### src/rtl/fifo_stream_out.sv
// Drains a registered-read FIFO into a valid/ready stream through a 2-entry skid buffer.
// Optional starvation counter on o_underruns, enabled by defining FIFO_STREAM_UNDERRUN_EN.
module fifo_stream_out #(
    parameter int DW = 24
) (
    input  logic          clk,
    input  logic          rst,
    output logic          o_rd,
    input  logic [DW-1:0] i_rdata,
    input  logic          i_rempty,
    output logic [DW-1:0] o_data,
    output logic          o_valid,
    input  logic          i_ready
`ifdef FIFO_STREAM_UNDERRUN_EN
    ,
    output logic [15:0]   o_underruns
`endif
);

    // Stream handshake: a sample transfers on a cycle with o_valid=1 and i_ready=1;
    // once o_valid is high, o_valid and o_data hold until that transfer happens.
    logic [1:0]    occ;
    logic          inflight;
    logic [DW-1:0] head;
    logic [DW-1:0] tail;
    logic          pop;
    logic [2:0]    level;
    logic [1:0]    kept;

    assign pop     = o_valid & i_ready;
    assign level   = {1'b0, occ} + {2'b00, inflight} - {2'b00, pop};
    assign kept    = occ - {1'b0, pop};
    assign o_rd    = rst & ~i_rempty & (level <= 3'd1);
    assign o_valid = (occ != 2'd0);
    assign o_data  = head;

    always_ff @(posedge clk) begin
        if (!rst) begin
            occ      <= 2'd0;
            inflight <= 1'b0;
            head     <= '0;
            tail     <= '0;
        end else begin
            occ      <= level[1:0];
            inflight <= o_rd;
            if (pop) begin
                head <= tail;
            end
            // The returning sample lands behind whatever survives this cycle's pop.
            if (inflight) begin
                if (kept == 2'd0) begin
                    head <= i_rdata;
                end else begin
                    tail <= i_rdata;
                end
            end
        end
    end

`ifdef FIFO_STREAM_UNDERRUN_EN
    logic        primed;
    logic [15:0] underruns;

    always_ff @(posedge clk) begin
        if (!rst) begin
            primed    <= 1'b0;
            underruns <= 16'd0;
        end else begin
            if (pop) begin
                primed <= 1'b1;
            end
            if (i_ready && !o_valid && primed && (underruns != 16'hFFFF)) begin
                underruns <= underruns + 16'd1;
            end
        end
    end

    assign o_underruns = underruns;
`endif

endmodule

### config.mk
export PLATFORM = sky130hd
export DESIGN_NAME = fifo_stream_out
export DESIGN_NICKNAME = d
export VERILOG_FILES = /design/src/rtl/fifo_stream_out.sv
export SDC_FILE = /design/constraint.sdc
export NUM_CORES = 1
export LEC_CHECK = 0
export CAP_MARGIN = 20
export CORE_ASPECT_RATIO = 0.9
export CORE_UTILIZATION = 30
export CTS_CLUSTER_DIAMETER = 200
export DETAILED_ROUTE_END_ITERATION = 12
export SLEW_MARGIN = 20
export SYNTH_ARGS = -nofsm -noshare
export SYNTH_HDL_FRONTEND = slang
export SYNTH_SLANG_ARGS = --single-unit
### constraint.sdc
create_clock -name clk -period 2.8 [get_ports clk]
set_input_delay 0.56 -clock clk [delete_from_list [all_inputs] [get_ports clk]]
set_output_delay 0.56 -clock clk [all_outputs]
set_load 0.03 [all_outputs]
* After elaboration in Yosys (flattened, before gate mapping) *
Cells that the tools add are included.

word-level totals
  word-level logic and storage cells = 19
  output and inout port bits = 26
  register bits = 51

cells by class
  bitwise operators = 5
  $lt $le $gt $ge = 1
  multiplexer cells = 3
  add/subtract/negate cells = 3
  reductions and logical operators = 3

operators with widths
  cell                                                                   count
  24-bit 2-to-1 mux                                                      3
  2-bit by 1-bit adder with 3-bit output                                 1
  1-bit bitwise AND                                                      3
  3-bit by 1-bit <= comparator with 1-bit output, second input constant  1
  3-bit by 1-bit subtractor with 3-bit output                            1
  2-bit zero test                                                        1
  1-bit inverter                                                         2
  2-bit AND reduction                                                    1
  2-bit nonzero test                                                     1
  2-bit by 1-bit subtractor with 2-bit output                            1

* Depth between registers and ports, before layout *
Gate-level depths: netlist (run 1).

  depth after elaboration = 6
  depth in mapped cells = 9
  depth with buffers taken out = 7

* Worst setup path after synthesis (run 1) *
OpenSTA, ideal clock, no wires.

  path type = in2out
  start = input port i_ready
  end = output port o_rd
  path buffers = 1
  data required time = 2.240 ns
  data arrival time = 2.742 ns
  stages on the path = 7
  slack = -0.502 ns
  path through = o21ai_2 > clkbuf_1 > nand2_1 > nand2_1 > ha_1 > fa_1 > nor4b_1

on the way
  word-level cells in the longest chain between the ends = 4

ends and longest elaborated chain
  item                                            line  RTL
  start, declared                                 13    input logic i_ready
  1-bit bitwise AND                               30    assign pop = o_valid & i_ready;
  3-bit by 1-bit subtractor with 3-bit output     31    assign level = {1'b0, occ} + {2'b00, inflight} - {2'b00, pop};
  named net level[1]                              27    logic [2:0] level;
  3-bit by 1-bit <= comparator with 1-bit output  33    assign o_rd = rst & ~i_rempty & (level <= 3'd1);
  1-bit bitwise AND                               33
  end, declared                                   8     output logic o_rd,

The timed path passes the listed nets, and every way through them passes these cells.

* Final worst setup path (run 1) *
  start = register occ[1]
  end = output port o_rd

on the way
  word-level cells in the longest chain between the ends = 5
  elaborated cells on any way between the ends = 6

ends and longest elaborated chain
  item                                                                                            line  RTL
  start, declared                                                                                 22    logic [1:0] occ;
  start signal, assigned                                                                          44    occ <= level[1:0];
  parallel branches: the longest is 2 deep, another holds 2-bit by 1-bit adder with 3-bit output  -
  3-bit by 1-bit subtractor with 3-bit output *                                                   31
  3-bit by 1-bit <= comparator with 1-bit output *                                                33
  1-bit bitwise AND *                                                                             33

Every way passes the cells marked *.

==> results of run 1 <==
power by group through the flow:
stage	combinational [uW]	sequential, uW	clock (uW)
after floorplan	578	1210	0
after global placement	1170	987	0
after detailed placement	1180	994	0
after CTS	1200	978	563
after global routing	1280	1000	599
final	1190	978	550
final cells by class:
type / instances / area (sq um)
clock buffers: 6 / 82.58
clock inverters: 2 / 38.79
fillers: 764 / 4524
inverters: 1 / 3.754
multi-input cells: 185 / 1219
flip-flops and latches: 51 / 1026
well taps: 96 / 120.1
repair buffers: 63 / 605.6
path summary, 6_finish.rpt:
| kind | slack (ps) | depth (start not counted) | start | to |
|---|---|---|---|---|
| worst max-delay path | 90 | 8 | occ[1]$_SDFF_PN0_ | o_rd |
| worst min-delay path | 460 | 2 | tail[21]$_SDFFE_PN0P_ | tail[21]$_SDFFE_PN0P_ |
| worst max register to register | 980 | 7 | occ[1]$_SDFF_PN0_ | inflight$_SDFF_PN0_ |
| worst min register to register | 460 | 2 | tail[21]$_SDFFE_PN0P_ | tail[21]$_SDFFE_PN0P_ |
kinds of logic after synthesis:
group | after synthesis | share of synthesized area, %
XOR/XNOR | 1 | 0.3691
buffers and inverters | 26 | 6.853
adder cells (fa/ha/maj) | 2 | 1.371
multiplexers | 24 | 10.12
AO/OA/AOI/OAI | 51 | 20.19
flip-flops | 51 | 43.02
AND/OR/NAND/NOR | 107 | 18.08
sequential cells by signal, summed over array words and instances, names as in the netlist:
signal and cells:
o_data 24, tail 24, occ 2, inflight 1
metal layers:
layer  track usage [%]  routed length [um]  vias to the layer above
li1                  -                   -                      983
met1             19.70                2720                      890
met2             21.75                2442                       44
met3             3.596                 318                        5
met4             3.664                  40                        0
met5                 0                   0                        -
critical path, stage by stage (launching register included):
cell and delay (ps):
dfxtp_4 380, o21a_1 190, nand2b_1 120, nand2_1 70, ha_1 200, fa_2 350, xnor2_2 160, nor4b_4 200
buf_4 190
repair_timing:
item | 4_1_cts | 5_1_grt
endpoints found under the setup margin | 1 | 1
gates resized for setup | 3 | 5
buffers inserted | 0 | 1
synthesized netlist by cell type:
| cell | number |
|---|---|
| a31oi_1 | 4 |
| a31oi_2 | 20 |
| and2_1 | 2 |
| buf_2 | 1 |
| buf_4 | 1 |
| buf_6 | 5 |
| buf_8 | 2 |
| clkbuf_1 | 16 |
| dfxtp_1 | 51 |
| fa_1 | 1 |
| ha_1 | 1 |
| inv_1 | 1 |
| mux2i_1 | 24 |
| nand2_1 | 98 |
| nand2b_1 | 2 |
| nor2b_1 | 1 |
| nor4b_1 | 2 |
| o21a_1 | 2 |
| o21ai_2 | 1 |
| o31ai_1 | 24 |
| or2_1 | 1 |
| or2_2 | 1 |
| xnor2_1 | 1 |
stage by stage:
step	utilization, %	area, sq um	setup WS [ps]
6_report	40.62	3095	92.04
5_1_grt	40.62	3095	-15.99
3_5_place_dp	38.80	2957	-246.6
4_1_cts	40.51	3087	10.41
3_3_place_gp	38.80	2957	-211.7
2_1_floorplan	-	2389	57.16
==> flow_summary.ini, run 1 <==
[synthesis]
yosys_warnings = 0
ys_ff_latch = 51
synth_top_area_cell = dfxtp_1
synth_top_area_share_pct = 43.02
ys_seq_area_share_pct = 43.02
syn_area_sq_mm = 0.002374
synth_cell_types = 23
syn_avg_cell_area_sq_um = 9.059
synthCells = 262
synth_nets = 292
yosys-top-cells-area = dfxtp_1, nand2_1, a31oi_2, mux2i_1, o31ai_1

[finish]
final_cell_mix = nand2_1, clkdlybuf4s50_1, dfxtp_1
final_nets = 337
layout-drive-gt1-share_pct = 16.23
synthToLayoutAreaGrowth_pct = 30.42
final_common_cell = nand2_1
diodes = 0
final_cells = 404

[flow_run]
maxCapViolations = 0

[drt]
firstDrtPassIters = 4
wl_per_cell_um = 13.67
route.detailed.drc = 0
drt_iter0_drc = 75
ant_nets = 0
via_per_inst = 4.757
vias = 1922
wl_um = 5522

[grt]
gr-total-overflow = 0
grt_pass1_wl_um = 8976
antenna_found_initial = 0
grt_usage_pct = 14.15
grt_max_degree = 76
grt_pass1_vias = 1848

[floorplan]
die_y_um = 86.39
core_area_sq_mm = 0.007620
io_pins = 54
die-area_sq_mm = 0.008272
die_x_um = 95.76
initial_core_util_pct = 31.15
num_rows = 30

[timing]
max_freq_mhz = 369.3
fin_crit_ps = 2708
slew-limit-headroom_pct = 53.21
finalHoldViolations = 0
worst_hold_slack_ps = 459.4
finalSetupTns_ps = 0
drv_slew = 0
min_period_over_period_pct = 96.71
fin_skew_ps = 14.69
worst_pin_slew_ps = 701.8
setup_viol = 0

[power]
power_uw = 2718
ir_drop_mv = 0.5585
p_sw_uw = 1045
p_seq_share_pct = 36.0
clkPwrFrac_pct = 20.2
pwr_density_cell_mw_per_mm2 = 878.1
switching_share_pct = 38.44
p_comb_share_pct = 43.8
p_int_uw = 1673
leakagePower_uw = 0.001021

[outcome]
outcome = finished, final reports clean

[worst_setup_path]
crit_type = register to primary output
arrival_ps = 2150
critPathMaxFanout = 7
start_kind = register
crit_required_ps = 2240
end_kind = primary output

[clock_network]
htree_levels = 2
cts_made_buffers = 5
clock_latency_ps = 300
clkTransAtPathRegs_ps = 90
cts_sinks = 51
clock_path_buffers = 2
clockRootBuffer = clkbuf_8
cts_tree = done
holdBufCountCts = 0

[placed_design]
routabilityCongestion = 0.7252
dp.cells = 395
dp_hpwl_um = 3514
placement.io_buffers = 53

[worst_hold_path]
hold_class = register to register
Power figures use the tool's default switching activity.
==> inputs of run 2 (changes only) <==
SETUP_SLACK_MARGIN = 0.4   (was unset)
==> run 2 against run 1 <==
Sequential cell count stayed put. Global-route usage is 0.055 points higher. Non-clock buffer count is 2 higher. Via count is 0.26% lower. Total power is 3.7% lower. Register-to-register slack better by 30 ps. Combinational power hardly changed. Largest power group unchanged.
==> flow_summary.ini, run 2 (synthesized netlist as in run 1, its figures left out) <==
[outcome]
outcome = finished, final reports clean

[placed_design]
placement.io_buffers = 53
place_area_sq_mm = 0.002989
dp.cells = 397
dp_hpwl_um = 3532
routabilityCongestion = 0.7032

[finish]
layout-drive-gt1-share_pct = 17.10
fin_util_pct = 40.74
final_nets = 339
final_cell_mix = nand2_1, clkdlybuf4s50_1, dfxtp_1
fin_area_sq_mm = 0.003104
synthToLayoutAreaGrowth_pct = 30.79
diodes = 0
final_common_cell = nand2_1
final_cells = 406
num-fill-cells = 770

[clock_network]
cts_made_buffers = 5
clock_latency_ps = 300
cts_sinks = 51
htree_levels = 2
cts_tree = done
clkTransAtPathRegs_ps = 90
clock_path_buffers = 2
clockRootBuffer = clkbuf_8

[drt]
firstDrtPassIters = 4
drt_iter0_drc = 37
wl_per_cell_um = 13.17
via_per_inst = 4.722
ant_nets = 0
route.detailed.drc = 0
vias = 1917
wl_um = 5349

[worst_setup_path]
arrival_ps = 2140
crit_type = register to primary output
start_kind = register
end_kind = primary output
critPathMaxFanout = 7
crit_required_ps = 2240

[timing]
fin_skew_ps = 6.079
max_freq_mhz = 370.9
finalHoldViolations = 0
fin_crit_ps = 2697
setup_viol = 0
drv_slew = 0
worst_pin_slew_ps = 689.5
slew-limit-headroom_pct = 54.04
grt_setup_unrepaired = true
min_period_over_period_pct = 96.30
finalSetupTns_ps = 0

[power]
ir_drop_mv = 0.3586
pwr_density_cell_mw_per_mm2 = 843.3
leakagePower_uw = 0.001014

[floorplan]
num_rows = 30
io_pins = 54
die_x_um = 95.76
die-area_sq_mm = 0.008272
die_y_um = 86.39
initial_core_util_pct = 31.15
core_area_sq_mm = 0.007620

[grt]
antenna_found_initial = 0
grt_usage_pct = 14.21
gr-total-overflow = 0
grt_max_degree = 55
grt_pass1_vias = 1894
grt_pass1_wl_um = 9039

[worst_hold_path]
hold_class = register to register

[flow_run]
maxCapViolations = 0
## run 2: changes by cell type in the layout (fill, tap and decap cells not counted), sizes merged
| cell | before | now |
|---|---|---|
| buf | 12 | 15 |
| bufinv | 1 | 0 |
| clkinv | 0 | 1 |
| inv | 2 | 1 |
## run 2: path summary, 6_finish.rpt
path	endpoint	from	slack [ps]	depth (start not counted)
max	o_rd	occ[1]$_SDFF_PN0_	100	8
min reg2reg	tail[15]$_SDFFE_PN0P_	tail[15]$_SDFFE_PN0P_	460	2
max reg2reg	inflight$_SDFF_PN0_	occ[1]$_SDFF_PN0_	1010	7
min	tail[15]$_SDFFE_PN0P_	tail[15]$_SDFFE_PN0P_	460	2
## run 2: what timing repair did
item,4_1_cts,5_1_grt
hold buffers,0,0
buffers inserted,1,0
setup endpoints to repair,1,1
pin swaps,2,0
gates cloned,0,0
gates resized for setup,9,1
## run 2: cell type report
| type | count | area [sq um] | area share, % |
|---|---|---|---|
| multi-input combinational | 185 | 1236 | 39.82 |
| sequential | 51 | 1028 | 33.13 |
| timing repair buffer | 65 | 620.6 | 19.99 |
| tap | 96 | 120.1 | 3.869 |
| clock buffer | 7 | 86.33 | 2.781 |
| clock inverter | 1 | 8.758 | 0.2821 |
| inverter | 1 | 3.754 | 0.1209 |
## run 2: report_power, final
group	total [uW]	switching, uW	internal (uW)
clock	446	243	203
sequential	980	91.3	888
combinational	1190	694	498
## run 2: through the flow
stage	hold slack [ps]	worst slack, ps	power, uW
after floorplan	435.0	142.2	1801
after global placement	442.2	-301.4	2162
after detailed placement	450.4	-324.8	2180
after CTS	464.5	79.90	2642
after global routing	483.8	7.751	2781
final	463.5	103.5	2618
## run 2: critical path, stage by stage, from the launching register on
cell	delay [ps]
dfxtp_4	390
o21a_4	200
nand2b_1	80
nand2_1	60
ha_2	180
fa_2	370
xnor2_2	160
nor4b_4	200
buf_4	190
## run 2: routing by layer
metal | global-route usage (%) | vias to the layer above | wire (um)
met1 | 19.16 | 883 | 2728
li1 | - | 989 | -
met5 | 0 | - | 0
met2 | 22.60 | 40 | 2316
met3 | 3.333 | 5 | 256
met4 | 4.071 | 0 | 48
==> inputs of run 3 (changes only) <==
SETUP_SLACK_MARGIN = 0.2   (was 0.4)
==> results of run 3 <==
No change in the layout: final DEF, timing and power equal those of run 2.
